--- src/rtl/fpu_pkg.sv ---
// rtl/fpu_pkg.sv - FP16 field widths, rounding-mode encodings and canonical constants
package fpu_pkg;

  localparam int FP_WIDTH  = 11;
  localparam int FP_FRAC_W = 10;
  localparam int FP_EXP_W  = 5;
  localparam int FP_BIAS   = 15;

  typedef enum logic [1:0] {
    RM_RNE = 2'b00,
    RM_RTZ = 2'b01,
    RM_RUP = 2'b10,
    RM_RDN = 2'b11
  } rm_e;

  localparam logic [15:0] FP_QNAN    = 16'h7E00;
  localparam logic [15:0] FP_INF     = 16'h7C00;
  localparam logic [15:0] FP_MAX_FIN = 16'h7BFF;

  function automatic logic [15:0] fp_pack(input logic s, input logic [FP_EXP_W-1:0] e,
                                          input logic [FP_FRAC_W-1:0] f);
    return {s, e, f};
  endfunction

endpackage

--- src/rtl/fpmul_round_pack_if.sv ---
// rtl/fpmul_round_pack_if.sv - beat-in/result-out handshake bundle; rm present only with FPMUL_RMODE_EN
interface fpmul_round_pack_if #(
  parameter int WIDTH = fpu_pkg::FP_WIDTH,
  parameter int EXP_W = fpu_pkg::FP_EXP_W
);
  logic                   in_valid;
  logic                   in_ready;
  logic [2*WIDTH-1:0]     prod;
  logic [EXP_W+1:0]       exp_in;
  logic                   sign_in;
  logic                   is_nan;
  logic                   is_inf;
  logic                   is_zero;
`ifdef FPMUL_RMODE_EN
  logic [1:0]             rm;
`endif
  logic                   out_valid;
  logic                   out_ready;
  logic [EXP_W+WIDTH-1:0] result;
  logic                   flag_ovf;
  logic                   flag_unf;
  logic                   flag_inx;

`ifdef FPMUL_RMODE_EN
  modport master (output in_valid, prod, exp_in, sign_in, is_nan, is_inf, is_zero, rm, out_ready,
                  input  in_ready, out_valid, result, flag_ovf, flag_unf, flag_inx);
  modport slave  (input  in_valid, prod, exp_in, sign_in, is_nan, is_inf, is_zero, rm, out_ready,
                  output in_ready, out_valid, result, flag_ovf, flag_unf, flag_inx);
`else
  modport master (output in_valid, prod, exp_in, sign_in, is_nan, is_inf, is_zero, out_ready,
                  input  in_ready, out_valid, result, flag_ovf, flag_unf, flag_inx);
  modport slave  (input  in_valid, prod, exp_in, sign_in, is_nan, is_inf, is_zero, out_ready,
                  output in_ready, out_valid, result, flag_ovf, flag_unf, flag_inx);
`endif

endinterface

--- src/rtl/fpmul_round_inc.sv ---
// rtl/fpmul_round_inc.sv - rounding increment decision and fraction carry, shared by FP rounders
module fpmul_round_inc
  import fpu_pkg::*;
#(
  parameter int F = FP_FRAC_W
) (
  input  logic [F-1:0] frac,
  input  logic         guard,
  input  logic         sticky,
  input  logic         sign,
  input  rm_e          rm,
  output logic [F-1:0] frac_out,
  output logic         carry
);

  logic inc;

  always_comb begin
    inc = 1'b0;
    case (rm)
      RM_RNE:  inc = guard & (sticky | frac[0]);
      RM_RTZ:  inc = 1'b0;
      RM_RUP:  inc = (guard | sticky) & ~sign;
      RM_RDN:  inc = (guard | sticky) & sign;
      default: inc = 1'b0;
    endcase
    {carry, frac_out} = {1'b0, frac} + {{F{1'b0}}, inc};
  end

endmodule

--- src/rtl/fpmul_round_pack.sv ---
// rtl/fpmul_round_pack.sv - FP16 multiply normalize/round/pack, 2-stage valid/ready pipeline
// Optional rounding-mode input enabled by FPMUL_RMODE_EN (default: RNE only).
module fpmul_round_pack
  import fpu_pkg::*;
#(
  parameter int WIDTH = FP_WIDTH,
  parameter int EXP_W = FP_EXP_W,
  parameter int BIAS  = FP_BIAS
) (
  input logic               clock,
  input logic               reset_n,
  fpmul_round_pack_if.slave bus
);

  localparam int P  = 2 * WIDTH;
  localparam int F  = WIDTH - 1;
  localparam int EW = EXP_W + 3;
  localparam int RW = EXP_W + WIDTH;
  // all-ones exponent field for an IEEE-style format
  localparam logic [EW-1:0] EXP_MAX = EW'(2 * BIAS + 1);

  logic          s1_valid, s1_adv;
  logic [F-1:0]  s1_frac;
  logic          s1_guard, s1_sticky, s1_sign, s1_nan, s1_inf, s1_zero, s1_pzero;
  logic [EW-1:0] s1_exp;
  rm_e           s1_rm;

  logic          s2_valid, s2_ovf, s2_unf, s2_inx;
  logic [RW-1:0] s2_result;

  logic          n_hi, n_guard, n_sticky;
  logic [F-1:0]  n_frac;
  logic [EW-1:0] n_exp;

  logic [F-1:0]  r_frac;
  logic          r_carry, ovf, unf, sat;
  logic [EW-1:0] r_exp;
  logic [RW-1:0] n2_result;
  logic [2:0]    n2_flags;

  assign s1_adv       = !s2_valid || bus.out_ready;
  assign bus.in_ready = !s1_valid || s1_adv;

  always_comb begin
    n_hi     = bus.prod[P-1];
    n_frac   = n_hi ? bus.prod[P-2 -: F] : bus.prod[P-3 -: F];
    n_guard  = n_hi ? bus.prod[P-2-F] : bus.prod[P-3-F];
    n_sticky = n_hi ? |bus.prod[P-3-F:0] : |bus.prod[P-4-F:0];
    n_exp    = {bus.exp_in[EXP_W+1], bus.exp_in} + EW'(n_hi);
  end

  fpmul_round_inc #(.F(F)) u_inc (
    .frac     (s1_frac),
    .guard    (s1_guard),
    .sticky   (s1_sticky),
    .sign     (s1_sign),
    .rm       (s1_rm),
    .frac_out (r_frac),
    .carry    (r_carry)
  );

`ifdef FPMUL_RMODE_EN
  // directed-away-from-infinity modes saturate to max finite on overflow
  assign sat = (s1_rm == RM_RTZ) || (s1_rm == RM_RUP && s1_sign) || (s1_rm == RM_RDN && !s1_sign);
`else
  assign s1_rm = RM_RNE;
  assign sat   = 1'b0;
`endif

  always_comb begin
    r_exp     = s1_exp + EW'(r_carry);
    ovf       = !r_exp[EW-1] && (r_exp >= EXP_MAX);
    unf       = s1_pzero || r_exp[EW-1] || (r_exp == '0);
    n2_result = {s1_sign, r_exp[EXP_W-1:0], r_frac};
    n2_flags  = {2'b00, s1_guard | s1_sticky};
    if (s1_nan) begin
      n2_result = {1'b0, {EXP_W{1'b1}}, 1'b1, {(F-1){1'b0}}};
      n2_flags  = 3'b000;
    end else if (s1_inf) begin
      n2_result = {s1_sign, {EXP_W{1'b1}}, {F{1'b0}}};
      n2_flags  = 3'b000;
    end else if (s1_zero) begin
      n2_result = {s1_sign, {(RW-1){1'b0}}};
      n2_flags  = 3'b000;
    end else if (unf) begin
      n2_result = {s1_sign, {(RW-1){1'b0}}};
      n2_flags  = 3'b011;
    end else if (ovf) begin
      n2_result = sat ? {s1_sign, {(EXP_W-1){1'b1}}, 1'b0, {F{1'b1}}}
                      : {s1_sign, {EXP_W{1'b1}}, {F{1'b0}}};
      n2_flags  = 3'b101;
    end
  end

  always_ff @(posedge clock or negedge reset_n) begin
    if (!reset_n) begin
      s1_valid  <= 1'b0;
      s1_frac   <= '0;
      s1_guard  <= 1'b0;
      s1_sticky <= 1'b0;
      s1_exp    <= '0;
      s1_sign   <= 1'b0;
      s1_nan    <= 1'b0;
      s1_inf    <= 1'b0;
      s1_zero   <= 1'b0;
      s1_pzero  <= 1'b0;
`ifdef FPMUL_RMODE_EN
      s1_rm     <= RM_RNE;
`endif
      s2_valid  <= 1'b0;
      s2_result <= '0;
      {s2_ovf, s2_unf, s2_inx} <= 3'b000;
    end else begin
      if (s1_adv) begin
        s2_valid <= s1_valid;
        if (s1_valid) begin
          s2_result <= n2_result;
          {s2_ovf, s2_unf, s2_inx} <= n2_flags;
        end
      end
      if (bus.in_ready) begin
        s1_valid <= bus.in_valid;
        if (bus.in_valid) begin
          s1_frac   <= n_frac;
          s1_guard  <= n_guard;
          s1_sticky <= n_sticky;
          s1_exp    <= n_exp;
          s1_sign   <= bus.sign_in;
          s1_nan    <= bus.is_nan;
          s1_inf    <= bus.is_inf;
          s1_zero   <= bus.is_zero;
          s1_pzero  <= ~|bus.prod;
`ifdef FPMUL_RMODE_EN
          s1_rm     <= rm_e'(bus.rm);
`endif
        end
      end
    end
  end

  assign bus.out_valid = s2_valid;
  assign bus.result    = s2_result;
  assign bus.flag_ovf  = s2_ovf;
  assign bus.flag_unf  = s2_unf;
  assign bus.flag_inx  = s2_inx;

endmodule

--- src/flat_wrapper.sv ---
// flat-port wrapper written by rule: the top's interface ports become plain ports
module fpmul_round_pack_flat import fpu_pkg::*;
#(
  parameter int WIDTH = FP_WIDTH,
  parameter int EXP_W = FP_EXP_W,
  parameter int BIAS  = FP_BIAS
)
  (clock, reset_n, bus_in_valid, bus_prod, bus_exp_in, bus_sign_in, bus_is_nan, bus_is_inf, bus_is_zero, bus_out_ready, bus_in_ready, bus_out_valid, bus_result, bus_flag_ovf, bus_flag_unf, bus_flag_inx);
  fpmul_round_pack_if #(.WIDTH(WIDTH), .EXP_W(EXP_W)) bus_i ();
  input logic clock;
  input logic reset_n;
  input wire logic [$bits(bus_i.in_valid)-1:0] bus_in_valid;
  input wire logic [$bits(bus_i.prod)-1:0] bus_prod;
  input wire logic [$bits(bus_i.exp_in)-1:0] bus_exp_in;
  input wire logic [$bits(bus_i.sign_in)-1:0] bus_sign_in;
  input wire logic [$bits(bus_i.is_nan)-1:0] bus_is_nan;
  input wire logic [$bits(bus_i.is_inf)-1:0] bus_is_inf;
  input wire logic [$bits(bus_i.is_zero)-1:0] bus_is_zero;
  input wire logic [$bits(bus_i.out_ready)-1:0] bus_out_ready;
  output wire logic [$bits(bus_i.in_ready)-1:0] bus_in_ready;
  output wire logic [$bits(bus_i.out_valid)-1:0] bus_out_valid;
  output wire logic [$bits(bus_i.result)-1:0] bus_result;
  output wire logic [$bits(bus_i.flag_ovf)-1:0] bus_flag_ovf;
  output wire logic [$bits(bus_i.flag_unf)-1:0] bus_flag_unf;
  output wire logic [$bits(bus_i.flag_inx)-1:0] bus_flag_inx;
  assign bus_i.in_valid = bus_in_valid;
  assign bus_i.prod = bus_prod;
  assign bus_i.exp_in = bus_exp_in;
  assign bus_i.sign_in = bus_sign_in;
  assign bus_i.is_nan = bus_is_nan;
  assign bus_i.is_inf = bus_is_inf;
  assign bus_i.is_zero = bus_is_zero;
  assign bus_i.out_ready = bus_out_ready;
  assign bus_in_ready = bus_i.in_ready;
  assign bus_out_valid = bus_i.out_valid;
  assign bus_result = bus_i.result;
  assign bus_flag_ovf = bus_i.flag_ovf;
  assign bus_flag_unf = bus_i.flag_unf;
  assign bus_flag_inx = bus_i.flag_inx;
  fpmul_round_pack #(.WIDTH(WIDTH), .EXP_W(EXP_W), .BIAS(BIAS)) u_core (.clock(clock), .reset_n(reset_n), .bus(bus_i));
endmodule
--- config.mk ---
export PLATFORM = sky130hd
export DESIGN_NAME = fpmul_round_pack_flat
export DESIGN_NICKNAME = d
export VERILOG_FILES = /design/src/rtl/fpu_pkg.sv /design/src/rtl/fpmul_round_pack_if.sv /design/src/rtl/fpmul_round_inc.sv /design/src/rtl/fpmul_round_pack.sv /design/src/flat_wrapper.sv
export SDC_FILE = /design/constraint.sdc
export NUM_CORES = 1
export LEC_CHECK = 0
export ABC_CLOCK_PERIOD_IN_PS = 4300
export CAP_MARGIN = 20
export CORE_UTILIZATION = 50
export DETAILED_ROUTE_END_ITERATION = 10
export GPL_ROUTABILITY_DRIVEN = 0
export HOLD_SLACK_MARGIN = 0.08
export PLACE_DENSITY = 0.79
export SYNTH_ARGS = -nofsm -noshare
export SYNTH_HDL_FRONTEND = slang
export SYNTH_HIERARCHICAL = 1
export SYNTH_SLANG_ARGS = --single-unit
--- constraint.sdc ---
create_clock -name clock -period 4.3 [get_ports clock]
set_input_delay 0.645 -clock clock [delete_from_list [all_inputs] [get_ports clock]]
set_output_delay 0.645 -clock clock [all_outputs]
set_load 0.005 [all_outputs]
==> out/qor.yml <==
worstPathMaxFanout: 9
cts_hold_repair.buffers: 0
crit_type: "reg2reg"
met1_length_um: 2370
die_h_um: 73.1
drt-wirelength-per-cell_um: 13.2
detail_route.drc_violations: 0
gr-total-overflow: 0
report.final.setup_viol: 0
wl_um: 5030
n_antenna_cell: 0
die-width_um: 73.1
antenna_violations_before_repair: 0
grt_pass1_vias: 1861
asyncSetResetFlopFracSynth: 1.00
power.share.combinational: 0.238
topRoutingLayerUsed: "met4"
num_vias: 2052
grt_setup_unrepaired: "false"
ioPinCount: 58
final_antenna_net_count: 0
ys_seq_elements: 46
cts.htree.levels: 2
muxShareOfSynthArea: 0.0702
yosysSeqAreaShare: 0.455
yosysWarningCount: 6
clock_tree_from_tritoncts: "built"
numCtsBuffers: 5
synth_edf_count: 0
synthAdderAreaFrac: 0.0297
power_density_cells_mw_per_mm2: 330
synthSimpleGateAreaFrac: 0.200
power.internal_uw: 748
placement.io_buffers: 57
post_cts_resize_count: 0
clk_pin_slew_ns: 0.09
tightest_slew_ns: 0.949
fin_total_pwr_uw: 1070
postLayoutCellArea_mm2: 0.00324
fin_crit_sh: 0.843
hold_viol: 0
p_seq_frac: 0.510
detailedRoute.firstPassIterationCount: 4
critical_path.reg2reg.endpoint: "u_core/bus.result[6]"
end_kind: "register"
dieArea_mm2: 0.00535
timing.critical_path.arrival_ns: 3.87
clk-insertion-delay-late_ns: 0.31
hpwl_um: 3940
p_sw_frac: 0.302
layout.core_utilization: 0.677
proportion_of_layout_cells_with_a_drive_suffix_above_1: 0.0730
cts_root_buf: "sky130_fd_sc_hd__clkbuf_8"
synth_compound_gate_area_share: 0.147
synth_top_family_by_area: "simple AND/OR/NAND/NOR gates"
drv.max_cap_violation_count: 0
detailedRoute.firstIterationViolations: 108
timing.reg2reg.worst_path_depth: 15
dpl-instance-area_mm2: 0.00313
yosys.area_share.xor_xnor: 0.0589
synth_cell_type_count: 45
wl_met3_um: 222
hold_path.class: "in2async"
floorplan.initialDensity: 0.529
syn-mean-instance-area_um2: 9.84
cts.path.max_buffers: 2
tritoncts_num_sinks: 46
max-vdd-ir-drop_mv: 0.153
worst-r2r-setup-slack_ns: 0.67
syn_inst: 257
regToRegStartpoint: "u_core/s1_guard"
synth.cell_area_mm2: 0.00253
p_leak_uw: 0.00136
area_growth_pct: 28.1
grt_first_pass_wirelength_um: 8570
outcome: "finished, final reports clean"
finClkSkew_ns: 0.0143
cts.repair_timing.setup_buffer_count: 0
worst_slew_slack_as_a_fraction_of_its_limit: 0.366
cp.required_ns: 4.54
design.core.area_mm2: 0.00479
synth_ff_type: "sky130_fd_sc_hd__dfrtp_1"
setup_total_negative_slack_ns: 0
grt_max_degree: 47
track_usage: 0.211
met2_length_um: 2360
finalHoldWorstSlack_ns: 0.132
slew_viol_final: 0
max_clock_freq_mhz: 276
vias_per_cell: 5.37
pwr-share-clk: 0.252
netSwitchingPower_uw: 323
design.final.nets: 357
setup.worst_path.start_class: "register"
placementRows: 25
final_period_minus_worst_setup_slack_ns: 3.63
-- final cells by class --
cell class                 count  area (um2)
inverter                       6        22.5
clock buffer                   5        68.8
multi-input combinational    196        1300
tap                           67        83.8
clock inverter                 3        23.8
fill                         408        1540
timing repair buffer          59         593
sequential                    46        1150
-- state kept, by name, indices dropped and copies added (netlist names) --
| register | cells |
|---|---|
| u_core/s1_frac | 10 |
| u_core/s1_guard | 1 |
| u_core/bus.flag_inx | 1 |
| u_core/s1_zero | 1 |
| u_core/bus.flag_ovf | 1 |
| u_core/s1_exp | 8 |
| u_core/s1_pzero | 1 |
| u_core/bus.result | 16 |
| u_core/bus.out_valid | 1 |
| u_core/s1_sticky | 1 |
| u_core/s1_sign | 1 |
| u_core/s1_valid | 1 |
| u_core/bus.flag_unf | 1 |
| u_core/s1_inf | 1 |
| u_core/s1_nan | 1 |
-- worst max-delay path by stage --
stage	from	end	depth (start not counted)
after global placement	u_core/s1_frac[0]	u_core/bus.result[10]	15
final	u_core/s1_guard	u_core/bus.result[6]	15
after CTS	u_core/s1_frac[0]	u_core/bus.result[10]	15
after global routing	u_core/s1_frac[0]	u_core/bus.result[13]	15
after detailed placement	u_core/s1_frac[0]	u_core/bus.result[10]	15
after floorplan	u_core/s1_frac[0]	u_core/bus.result[10]	16
-- critical path: stages (launching register included) --
cell                       delay [ns]
sky130_fd_sc_hd__dfrtp_1         0.41
sky130_fd_sc_hd__o21a_1          0.13
sky130_fd_sc_hd__nor2_1          0.03
sky130_fd_sc_hd__a211oi_1        0.19
sky130_fd_sc_hd__ha_1            0.23
sky130_fd_sc_hd__ha_1            0.20
sky130_fd_sc_hd__and3_4          0.21
sky130_fd_sc_hd__and3_1          0.18
sky130_fd_sc_hd__and3_1          0.16
sky130_fd_sc_hd__ha_1            0.22
sky130_fd_sc_hd__ha_1            0.32
sky130_fd_sc_hd__or4_1           0.15
sky130_fd_sc_hd__nor3_1          0.05
sky130_fd_sc_hd__or2_2           0.33
sky130_fd_sc_hd__nor4_4          0.54
sky130_fd_sc_hd__a22o_1          0.21
-- cell usage in the layout, fill, tap and decap left out, types with 5 or more instances in the layout --
cell / n
sky130_fd_sc_hd__nand2_1: 32
sky130_fd_sc_hd__a22o_1: 9
sky130_fd_sc_hd__nand4_1: 6
sky130_fd_sc_hd__nor2_1: 15
sky130_fd_sc_hd__ha_1: 6
sky130_fd_sc_hd__clkbuf_8: 5
sky130_fd_sc_hd__and3_1: 8
sky130_fd_sc_hd__o21ai_0: 21
sky130_fd_sc_hd__nand3_1: 9
sky130_fd_sc_hd__mux2i_1: 11
sky130_fd_sc_hd__nor3_1: 7
sky130_fd_sc_hd__xnor2_1: 10
sky130_fd_sc_hd__a211oi_1: 9
sky130_fd_sc_hd__inv_1: 6
sky130_fd_sc_hd__xor2_1: 7
sky130_fd_sc_hd__dfrtp_1: 46
sky130_fd_sc_hd__conb_1: 5
sky130_fd_sc_hd__clkdlybuf4s50_1: 56
sky130_fd_sc_hd__mux2_2: 6
-- stage by stage --
step	instances	worst slack [ns]
detailed placement	373	0.691
global placement	373	0.770
global route	382	0.405
finish	382	0.673
floorplan	261	0.894
CTS	381	0.670
-- power groups by stage --
| stage | Clock (uW) | Sequential [uW] | Combinational, uW |
|---|---|---|---|
| after CTS | 275 | 546 | 256 |
| after global placement | 0 | 552 | 250 |
| after floorplan | 0 | 536 | 151 |
| after global routing | 295 | 556 | 286 |
| final | 270 | 546 | 255 |
| after detailed placement | 0 | 555 | 255 |
-- synth_stat cells, types with 7 or more instances --
cell / instances / area share
sky130_fd_sc_hd__nand2_1: 32 / 0.047
sky130_fd_sc_hd__nor3_1: 7 / 0.014
sky130_fd_sc_hd__dfrtp_1: 46 / 0.45
sky130_fd_sc_hd__a211oi_1: 9 / 0.027
sky130_fd_sc_hd__and3_1: 8 / 0.020
sky130_fd_sc_hd__xor2_1: 7 / 0.024
sky130_fd_sc_hd__nand3_1: 9 / 0.018
sky130_fd_sc_hd__o21ai_0: 21 / 0.042
sky130_fd_sc_hd__xnor2_1: 10 / 0.035
sky130_fd_sc_hd__nor2_1: 15 / 0.022
sky130_fd_sc_hd__mux2i_1: 11 / 0.044
sky130_fd_sc_hd__a22o_1: 9 / 0.031
-- layer usage --
| metal | GRT usage | vias to the layer above |
|---|---|---|
| met2 | 0.330 | 53 |
| met3 | 0.0428 | 5 |
| met5 | 0 | - |
| met4 | 0.0850 | 0 |
| met1 | 0.287 | 956 |
| li1 | - | 1038 |
-- cells by family after synthesis --
logic type / after synthesis
AND/OR/NAND/NOR: 97
AO/OA/AOI/OAI: 54
flip-flops: 46
buffers and inverters: 19
XOR/XNOR: 17
multiplexers: 17
adder cells (fa/ha/maj): 6
other: 1
No activity file was read; power rests on OpenSTA's default activity.
